`config.mk`:
```
export PLATFORM = sky130hd
export DESIGN_NAME = tri_burst_ctrl
export DESIGN_NICKNAME = d
export VERILOG_FILES = /design/src/rtl/tri_pkg.sv /design/src/rtl/tri_step_core.sv /design/src/rtl/tri_burst_ctrl.sv
export SDC_FILE = /design/constraint.sdc
export NUM_CORES = 1
export LEC_CHECK = 0
export ABC_CLOCK_PERIOD_IN_PS = 4800
export BUFFER_PORTS_ARGS = -buffer_cell sky130_fd_sc_hd__buf_4
export CAP_MARGIN = 20
export CORE_MARGIN = 1.5
export CORE_UTILIZATION = 31
export CTS_BUF_LIST = sky130_fd_sc_hd__clkbuf_16
export CTS_CLUSTER_DIAMETER = 100
export DETAILED_ROUTE_END_ITERATION = 8
export PLACE_DENSITY_LB_ADDON = 0.25
export SETUP_SLACK_MARGIN = 0.3
export SLEW_MARGIN = 0
export SYNTH_ARGS = -nofsm -noshare
export SYNTH_HDL_FRONTEND = slang
export SYNTH_SLANG_ARGS = --single-unit
export TNS_END_PERCENT = 1
```
`constraint.sdc`:
```
create_clock -name clk -period 4.8 [get_ports clk]
set_clock_uncertainty 0.2 [all_clocks]
set_input_delay 0.96 -clock clk [delete_from_list [all_inputs] [get_ports clk]]
set_output_delay 0.96 -clock clk [all_outputs]
set_load 0.02 [all_outputs]
```
`src/rtl/tri_pkg.sv`:
```
// Shared types and reset-default constants for the triangular burst controller.
package tri_pkg;

    localparam int DATA_W_DEF = 12;
    localparam int DIV_W_DEF  = 16;
    localparam int CNT_W_DEF  = 8;

    typedef enum logic [1:0] {
        ST_IDLE = 2'd0,
        ST_RISE = 2'd1,
        ST_FALL = 2'd2,
        ST_DONE = 2'd3
    } state_t;

    localparam int   DEF_STEP      = 1;
    localparam int   DEF_DIV       = 0;
    localparam int   DEF_PERIODS   = 1;
    // The default peak is full scale, so it is expressed as a fill bit at any width.
    localparam logic DEF_PEAK_FILL = 1'b1;

endpackage

```
`src/rtl/tri_step_core.sv`:
```
// Accumulator datapath: steps up toward peak or down toward zero on each tick.
module tri_step_core
    import tri_pkg::*;
#(
    parameter int DATA_W = DATA_W_DEF
) (
    input  logic              clk,
    input  logic              rst_n,
    input  logic              clr,
    input  logic              tick,
    input  logic              dir,
    input  logic [DATA_W-1:0] step,
    input  logic [DATA_W-1:0] peak,
    output logic [DATA_W-1:0] acc,
    output logic              hit_peak,
    output logic              hit_zero
);

    logic [DATA_W:0]   sum_s;
    logic [DATA_W-1:0] acc_r;

    assign acc = acc_r;

    // Peak and zero detection; the sum carries an extra bit so it cannot wrap.
    always_comb begin
        sum_s    = {1'b0, acc_r} + {1'b0, step};
        hit_peak = (sum_s >= {1'b0, peak});
        hit_zero = (acc_r <= step);
    end

    // Accumulator register: clear wins over tick, clamps at peak and zero.
    always_ff @(posedge clk) begin
        if (!rst_n) begin
            acc_r <= {DATA_W{1'b0}};
        end else if (clr) begin
            acc_r <= {DATA_W{1'b0}};
        end else if (tick) begin
            if (dir) begin
                acc_r <= hit_peak ? peak : sum_s[DATA_W-1:0];
            end else begin
                acc_r <= hit_zero ? {DATA_W{1'b0}} : (acc_r - step);
            end
        end else begin
            acc_r <= acc_r;
        end
    end

endmodule

```
`src/rtl/tri_burst_ctrl.sv`:
```
// Burst sequencer for the triangular-wave datapath: config shadow, prescaler,
// rise/fall FSM, period counting and registered strobes.
module tri_burst_ctrl
    import tri_pkg::*;
#(
    parameter int DATA_W = DATA_W_DEF,
    parameter int DIV_W  = DIV_W_DEF,
    parameter int CNT_W  = CNT_W_DEF
) (
    input  logic              clk,
    input  logic              rst_n,
    input  logic              cfg_valid,
    output logic              cfg_ready,
    input  logic [DATA_W-1:0] cfg_step,
    input  logic [DATA_W-1:0] cfg_peak,
    input  logic [DIV_W-1:0]  cfg_div,
    input  logic [CNT_W-1:0]  cfg_periods,
    output logic              cfg_err,
    input  logic              start,
    input  logic              abort,
    output logic              busy,
    output logic [DATA_W-1:0] sample,
    output logic              sample_valid,
    output logic              period_tick,
    output logic              done
);

    state_t            state_r;
    state_t            next_state_s;

    logic [DATA_W-1:0] step_r;
    logic [DATA_W-1:0] peak_r;
    logic [DIV_W-1:0]  div_r;
    logic [CNT_W-1:0]  periods_r;
    logic [DIV_W-1:0]  presc_r;
    logic [CNT_W-1:0]  cnt_r;

    logic              cfg_ready_r;
    logic              cfg_err_r;
    logic              busy_r;
    logic              sample_valid_r;
    logic              period_tick_r;
    logic              done_r;

    logic              cfg_fire_s;
    logic              cfg_legal_s;
    logic              start_go_s;
    logic              running_s;
    logic              tick_s;
    logic              hit_peak_s;
    logic              hit_zero_s;
    logic              period_end_s;
    logic              last_period_s;
    logic [CNT_W-1:0]  cnt_inc_s;

    logic              cfg_ready_nxt_s;
    logic              cfg_err_nxt_s;
    logic              busy_nxt_s;
    logic              sample_valid_nxt_s;
    logic              period_tick_nxt_s;
    logic              done_nxt_s;

    // Handshake, tick and period-completion qualifiers; abort masks them all.
    always_comb begin
        cfg_legal_s   = (cfg_step != {DATA_W{1'b0}}) &&
                        (cfg_peak != {DATA_W{1'b0}}) &&
                        (cfg_step <= cfg_peak);
        cfg_fire_s    = cfg_valid && cfg_ready_r && (state_r == ST_IDLE) && !abort;
        start_go_s    = (state_r == ST_IDLE) && start && !abort;
        running_s     = (state_r == ST_RISE) || (state_r == ST_FALL);
        tick_s        = running_s && (presc_r == div_r) && !abort;
        period_end_s  = (state_r == ST_FALL) && tick_s && hit_zero_s;
        cnt_inc_s     = cnt_r + CNT_W'(1);
        last_period_s = (periods_r != {CNT_W{1'b0}}) && (cnt_inc_s == periods_r);
    end

    tri_step_core #(
        .DATA_W (DATA_W)
    ) u_core (
        .clk      (clk),
        .rst_n    (rst_n),
        .clr      (abort || start_go_s),
        .tick     (tick_s),
        .dir      (state_r == ST_RISE),
        .step     (step_r),
        .peak     (peak_r),
        .acc      (sample),
        .hit_peak (hit_peak_s),
        .hit_zero (hit_zero_s)
    );

    // State register.
    always_ff @(posedge clk) begin
        if (!rst_n) begin
            state_r <= ST_IDLE;
        end else begin
            state_r <= next_state_s;
        end
    end

    // Next-state logic.
    always_comb begin
        next_state_s = state_r;
        if (abort) begin
            next_state_s = ST_IDLE;
        end else begin
            case (state_r)
                ST_IDLE: begin
                    if (start_go_s) begin
                        next_state_s = ST_RISE;
                    end else begin
                        next_state_s = ST_IDLE;
                    end
                end
                ST_RISE: begin
                    if (tick_s && hit_peak_s) begin
                        next_state_s = ST_FALL;
                    end else begin
                        next_state_s = ST_RISE;
                    end
                end
                ST_FALL: begin
                    if (period_end_s) begin
                        next_state_s = last_period_s ? ST_DONE : ST_RISE;
                    end else begin
                        next_state_s = ST_FALL;
                    end
                end
                ST_DONE: begin
                    next_state_s = ST_IDLE;
                end
                default: begin
                    next_state_s = ST_IDLE;
                end
            endcase
        end
    end

    // Output decode; status follows the next state so it lines up with it.
    always_comb begin
        busy_nxt_s         = (next_state_s == ST_RISE) || (next_state_s == ST_FALL);
        cfg_ready_nxt_s    = (next_state_s == ST_IDLE);
        cfg_err_nxt_s      = cfg_fire_s && !cfg_legal_s;
        sample_valid_nxt_s = tick_s;
        period_tick_nxt_s  = period_end_s;
        done_nxt_s         = period_end_s && last_period_s;
    end

    // Registered outputs.
    always_ff @(posedge clk) begin
        if (!rst_n) begin
            cfg_ready_r    <= 1'b0;
            cfg_err_r      <= 1'b0;
            busy_r         <= 1'b0;
            sample_valid_r <= 1'b0;
            period_tick_r  <= 1'b0;
            done_r         <= 1'b0;
        end else begin
            cfg_ready_r    <= cfg_ready_nxt_s;
            cfg_err_r      <= cfg_err_nxt_s;
            busy_r         <= busy_nxt_s;
            sample_valid_r <= sample_valid_nxt_s;
            period_tick_r  <= period_tick_nxt_s;
            done_r         <= done_nxt_s;
        end
    end

    assign cfg_ready    = cfg_ready_r;
    assign cfg_err      = cfg_err_r;
    assign busy         = busy_r;
    assign sample_valid = sample_valid_r;
    assign period_tick  = period_tick_r;
    assign done         = done_r;

    // Config shadow; a rejected offer leaves the previous config in place.
    always_ff @(posedge clk) begin
        if (!rst_n) begin
            step_r    <= DATA_W'(DEF_STEP);
            peak_r    <= {DATA_W{DEF_PEAK_FILL}};
            div_r     <= DIV_W'(DEF_DIV);
            periods_r <= CNT_W'(DEF_PERIODS);
        end else if (cfg_fire_s && cfg_legal_s) begin
            step_r    <= cfg_step;
            peak_r    <= cfg_peak;
            div_r     <= cfg_div;
            periods_r <= cfg_periods;
        end else begin
            step_r    <= step_r;
            peak_r    <= peak_r;
            div_r     <= div_r;
            periods_r <= periods_r;
        end
    end

    // Sample prescaler and period counter, both restarted on burst entry.
    always_ff @(posedge clk) begin
        if (!rst_n) begin
            presc_r <= {DIV_W{1'b0}};
            cnt_r   <= {CNT_W{1'b0}};
        end else if (abort || start_go_s) begin
            presc_r <= {DIV_W{1'b0}};
            cnt_r   <= {CNT_W{1'b0}};
        end else if (running_s) begin
            presc_r <= tick_s ? {DIV_W{1'b0}} : (presc_r + DIV_W'(1));
            cnt_r   <= period_end_s ? cnt_inc_s : cnt_r;
        end else begin
            presc_r <= presc_r;
            cnt_r   <= cnt_r;
        end
    end

endmodule

```
==> results.cfg, run 1 <==
[routing]
dr.pass1.iters = 5
viasPerCell = 4.89
routed_wl_um = 15900
route.detailed.drc = 0
detail_route.wl_per_cell_um = 15.0
antenna_left = 0
drt_iter0_drc = 347
vias = 5178

[clock_tree]
holdBufCountCts = 0
cts.path.max_buffers = 2
cts_tree = done
cts-root-buf = clkbuf_16
clk_pin_slew_ns = 0.07
cts_buffers = 9
cts.sinks = 92
insertion_delay_ns = 0.35
cts_max_level = 3

[die]
ios = 71
die_h_um = 142
die_w_um = 142
dieArea_mm2 = 0.0203
num_rows = 50
core_area_mm2 = 0.0189
start_util_pct = 31.9

[setup_path]
cp_cell_sequence = ha_4, fa_2, nor2b_2, o211ai_2, a21oi_2, a21oi_2, o21ai_2, xnor2_2, ha_1, a211o_1, buf_4, o221a_2, a211oi_4, buf_4, and2b_1, a21oi_2, or3_1, ha_1, and2_1
r2r_end = busy
endpoint = busy
path_max_fanout = 4
crit_path_frequent_cell = a21oi_2
reg2regPathDepth = 19
slowest_delay_ns = 0.36
r2r_slack_ns = 0.42
critPathSlowestCell = dfxtp_4
timing.rr.start = u_core.acc[0]
crit_start = u_core.acc[0]
cp-end-kind = flop
path_class = flop to flop
crit_path_start_kind = flop
required_ns = 4.85
arrival_ns = 4.43

[yosys]
syn_area_mm2 = 0.00603
netlist_instances = 733
ys_warn_count = 0
synthArstFlopShare_pct = 0
yosysUniqueCellTypes = 75
syn_area_per_cell_um2 = 8.22
synth_edf_count = 0
synth_seq_cells = 92
ys_seq_area_share_pct = 30.6
synth_fp_nets = 843
synthFlopType = dfxtp_1

[sta]
setup_violations = 0
finalWorstSetupSlack_ns = 0.419
rsz0062_at_grt = true
relSlewSlack_pct = 38.8
hold_viol_final = 0
drv_slew = 0
worst_pin_slew_ns = 0.918
tns_ns = 0
period_share_pct = 91.3
fin_crit_ns = 4.38
hold_ws_ns = 0.272
fmax_mhz = 228

[outcome]
status = finished, final reports clean

[layout]
area.growth.synth_to_final_pct = 20.7
final_area_mm2 = 0.00728
layout-drive-gt1-share_pct = 20.3
postLayoutCoreUtil_pct = 38.5
final_nets = 904
diodes = 0

[global_route]
grt_usage_pct = 16.0
grt-ovfl-total = 0
antenna_found_initial = 0
grt_pass1_wl_um = 25100
grt_pass1_vias = 4721
grt_max_degree = 88

[placement]
place_congestion = 0.845
dp_hpwl_um = 12100
portBuffers = 70
place_ws_ns = 0.194
dpl-instance-area_mm2 = 0.00681

[power]
max-vdd-ir-drop_v = 0.000159
leakagePower_nw = 3.22
p_per_area_mw_per_mm2 = 232

[flow_run]
drv_cap = 0

[min_path]
hp-class = flop to flop
-- cells by family (layout without fill, tap and decap cells) --
kind of cell | count (synthesis) | in the layout | share of synthesized area (%)
AO/OA/AOI/OAI | 141 | 141 | 17.2
adder cells (fa/ha/maj) | 57 | 57 | 12.1
flip-flops | 92 | 92 | 30.6
XOR/XNOR | 62 | 62 | 9.01
multiplexers | 15 | 15 | 2.74
buffers and inverters | 92 | 158 | 6.41
AND/OR/NAND/NOR | 274 | 274 | 22.0
-- routing by layer --
| metal | GRT usage, % | vias to the layer above | share of wire (%) |
|---|---|---|---|
| li1 | - | 2669 | - |
| met1 | 23.3 | 2389 | 51 |
| met2 | 23.8 | 105 | 43 |
| met3 | 2.73 | 15 | 4.4 |
| met4 | 5.26 | 0 | 1.5 |
| met5 | 0 | - | 0 |
-- where the power goes --
| part | internal [mW] | leakage [nW] | switching (mW) |
|---|---|---|---|
| sequential | 0.776 | 0.746 | 0.0121 |
| combinational | 0.0995 | 2.34 | 0.127 |
| clock | 0.354 | 0.134 | 0.319 |
| total | 1.23 | 3.22 | 0.457 |
-- state kept, by name, indices dropped and copies added, names as in the netlist --
signal        flops
cnt_r             8
periods_r         8
sample_valid      1
u_core.acc       12
busy              1
peak_r           12
state_r           2
div_r            16
presc_r          16
done              1
period_tick       1
cfg_ready         1
cfg_err           1
step_r           12
-- worst min-delay path by stage --
stage                 startpoint            to  cells after the start
finish                  div_r[8]      div_r[8]                      2
global placement        div_r[8]      div_r[8]                      2
global route        periods_r[1]  periods_r[1]                      2
floorplan              div_r[15]     div_r[15]                      2
detailed placement      div_r[8]      div_r[8]                      2
CTS                     div_r[8]      div_r[8]                      2
-- worst max-delay path: cells and delay by family (launching register included) --
kind	cells	cell delay [ns]
AND/OR/NAND/NOR	4	0.64
flip-flops	1	0.36
AO/OA/AOI/OAI	8	1.57
buffers and inverters	2	0.30
XOR/XNOR	1	0.20
adder cells (fa/ha/maj)	4	1.00
-- layout by cell type, fill, tap and decap left out, types with 11 or more instances in the layout --
master    count
a21oi_1      23
a31o_2       11
buf_4        86
dfxtp_1      88
ha_1         49
inv_1        52
nand2_1      75
nand3_1      38
nor2_1       68
nor3_1       20
nor4_1       11
o211ai_1     11
o21ai_0      33
xnor2_1      24
xor2_1       36
-- final cells by class --
cell class	count	area, um2
Clock buffer	9	225
Clock inverter	7	50.0
Fill cell	1989	11600
Inverter	53	199
Multi-Input combinational cell	549	3930
Sequential cell	92	1850
Tap cell	260	325
Timing Repair Buffer	89	697
-- cell usage after synthesis, types with 4 or more instances --
cell type,instances,area [um2]
a21oi_1,25,125
mux2_2,7,78.8
dfxtp_1,92,1840
xnor2_1,26,228
mux2i_1,6,60.1
nor2_1,68,255
xor2_1,36,315
and2_1,4,25.0
o21a_1,6,45.0
nand2b_1,11,68.8
inv_1,51,191
ha_1,55,688
clkbuf_1,19,71.3
a31o_2,11,96.3
a211oi_1,6,45.0
and3_1,8,50.1
nand2_1,75,282
a21o_1,5,37.5
a221oi_1,7,61.3
buf_2,14,70.1
o21ai_0,34,170
nand3_1,38,190
o211ai_1,11,82.6
nor2b_1,8,50.1
nor3_1,20,100
nand4_1,10,62.6
or3_1,4,25.0
nor4_1,11,68.8
-- timing repair --
action | CTS | global route
setup endpoints to repair | 9 | 14
gates cloned | 0 | 0
hold endpoints to repair | 0 | 0
pin swaps | 4 | 13
buffers inserted | 4 | 3
gates resized for setup | 9 | 21
-- metrics by stage --
step                std cells  total power [mW]
floorplan                 733             0.938
global placement         1036              1.03
detailed placement       1036              1.03
CTS                      1056              1.70
global route             1059              1.76
finish                   1059              1.69
No activity file was read; power rests on OpenSTA's default activity.
==> run 2: changes to the inputs <==
--- a/config.mk
+++ b/config.mk
@@ -5,14 +5,14 @@
 export SDC_FILE = /design/constraint.sdc
 export NUM_CORES = 1
 export LEC_CHECK = 0
-export ABC_CLOCK_PERIOD_IN_PS = 4800
-export BUFFER_PORTS_ARGS = -buffer_cell sky130_fd_sc_hd__buf_4
+export ABC_CLOCK_PERIOD_IN_PS = 4120
 export CAP_MARGIN = 20
 export CORE_MARGIN = 1.5
 export CORE_UTILIZATION = 31
 export CTS_BUF_LIST = sky130_fd_sc_hd__clkbuf_16
 export CTS_CLUSTER_DIAMETER = 100
 export DETAILED_ROUTE_END_ITERATION = 8
+export DONT_BUFFER_PORTS = 1
 export PLACE_DENSITY_LB_ADDON = 0.25
 export SETUP_SLACK_MARGIN = 0.3
 export SLEW_MARGIN = 0
==> constraint.sdc (replaced) <==
create_clock -name clk -period 4.12 [get_ports clk]
set_clock_uncertainty 0.2 [all_clocks]
set_input_delay 0.824 -clock clk [delete_from_list [all_inputs] [get_ports clk]]
set_output_delay 0.824 -clock clk [all_outputs]
set_load 0.02 [all_outputs]
==> run 2 against run 1 <==
  * The flow now finishes with violations (setup timing)
  * Sequential share of layout area up 0.96 points
  * Sequential power up 17%
  * Sequential cell count unchanged
  * Clock power up 22%
  * Critical endpoint unchanged
  * Core utilization down 1.3 points
  * Total power up 15%
  * Cell count down 3.5%
  * Largest cell class unchanged
  * Final area down 3.4%
  * Via count down 4.1%
  * Clock-buffer cell count up 1
==> results.cfg, run 2 (same netlist as run 1, synthesis figures left out) <==
[sta]
period_share_pct = 102
rsz0062_at_grt = true
drv_slew = 0
finalWorstSetupSlack_ns = -0.0849
relSlewSlack_pct = 51.9
fmax_mhz = 238
setup_violations = 8
fin_crit_ns = 4.20
hold_viol_final = 0
worst_pin_slew_ns = 0.722
hold_ws_ns = 0.272

[placement]
dp_hpwl_um = 12400
place_congestion = 0.812
portBuffers = 0

[die]
start_util_pct = 31.9
die_w_um = 142
ios = 71
dieArea_mm2 = 0.0203
die_h_um = 142
num_rows = 50
core_area_mm2 = 0.0189

[routing]
detail_route.wl_per_cell_um = 15.5
vias = 4966
route.detailed.drc = 0
routed_wl_um = 15900
viasPerCell = 4.86
dr.pass1.iters = 4
antenna_left = 0
drt_iter0_drc = 231

[clock_tree]
insertion_delay_ns = 0.35
clk_pin_slew_ns = 0.07
cts.sinks = 92
cts.path.max_buffers = 2
cts-root-buf = clkbuf_16
cts_tree = done
cts_max_level = 3
cts_buffers = 9

[power]
leakagePower_nw = 3.07
max-vdd-ir-drop_v = 0.000185
fin_total_pwr_mw = 1.94
p_per_area_mw_per_mm2 = 276

[layout]
final_nets = 867
final_cell_mix = dfxtp_1, nand2_1, nor2_1, ha_1, inv_1
multi_input_area_mm2 = 0.00392
area.growth.synth_to_final_pct = 16.6
fillers = 2006
layout-drive-gt1-share_pct = 16.4
top_regs = div_r (16), presc_r (16)
diodes = 0
final_common_cell = dfxtp_1
seqCellArea_mm2 = 0.00186
postLayoutCoreUtil_pct = 37.2

[setup_path]
path_max_fanout = 3
slowest_delay_ns = 0.37
cp-end-kind = flop
critPathSlowestCell = ha_1
arrival_ns = 4.25
cp_top_family = compound AO/OA/AOI/OAI gates
required_ns = 4.16
crit_path_frequent_cell = ha_1
crit_path_start_kind = flop
cp_cell_sequence = inv_1, ha_1, a221oi_2, o41a_1, a21o_1, xnor2_1, ha_1, and4_1, a2111oi_2, o21ai_1, a211oi_4, buf_4, and2b_1, a21oi_2, or3_1, ha_1, and2_1
critPathBufInv = 2
path_class = flop to flop

[flow_run]
drv_cap = 0

[global_route]
grt_pass1_vias = 4855
antenna_found_initial = 0
grt-ovfl-total = 0
grt_max_degree = 89
grt_pass1_wl_um = 26000
grt_usage_pct = 16.5

[outcome]
violations = setup timing
status = complete, but fails checks

[min_path]
hp-class = flop to flop
-- run 2: stage by stage --
stage	instance area (um2)	TNS (ns)	worst slack [ns]	instances
6_report	7030	-0.275	-0.0849	1022
4_1_cts	7000	-0.576	-0.114	1022
2_1_floorplan	6080	0	0.0223	733
3_3_place_gp	6610	-0.696	-0.106	1002
3_5_place_dp	6610	-1.36	-0.174	1002
5_1_grt	7030	-4.06	-0.393	1022
-- run 2: per-layer routing --
layer / GRT usage (%) / routed length [um] / up-vias
met5: 0 / 0 / -
met4: 5.81 / 316 / 0
met3: 3.23 / 659 / 20
met2: 24.6 / 6630 / 69
met1: 23.5 / 8260 / 2277
li1: - / - / 2600
-- run 2: report_power, final --
part	total [mW]	internal [mW]	switching [mW]
sequential	0.919	0.904	0.0150
clock	0.818	0.448	0.369
combinational	0.205	0.0891	0.116
-- run 2: final cells by class --
cell class                      count  area share (%)
Multi-Input combinational cell    549            55.7
Inverter                           53            2.83
Clock buffer                       10            3.56
Tap cell                          260            4.63
Sequential cell                    92            26.4
Timing Repair Buffer               52            6.25
Clock inverter                      6           0.588
-- run 2: tightest hold or removal path: stages, from the launching register on --
cell,delay (ns)
dfxtp_1,0.32
nand2_1,0.05
o21ai_0,0.06
-- run 2: path summary, 6_finish.rpt --
kind / from / endpoint / slack [ns] / cells after the start
max: step_r[2] / busy / -0.08 / 17
min: div_r[3] / div_r[3] / 0.27 / 2
max reg2reg: step_r[2] / busy / -0.08 / 17
min reg2reg: div_r[3] / div_r[3] / 0.27 / 2
-- run 2: what timing repair did --
action	4_1_cts	5_1_grt
hold endpoints to repair	0	0
pin swaps	15	0
endpoints found under the setup margin	16	16
gates resized for setup	12	6
hold buffers	0	0
gates cloned	1	0
buffers inserted	3	0
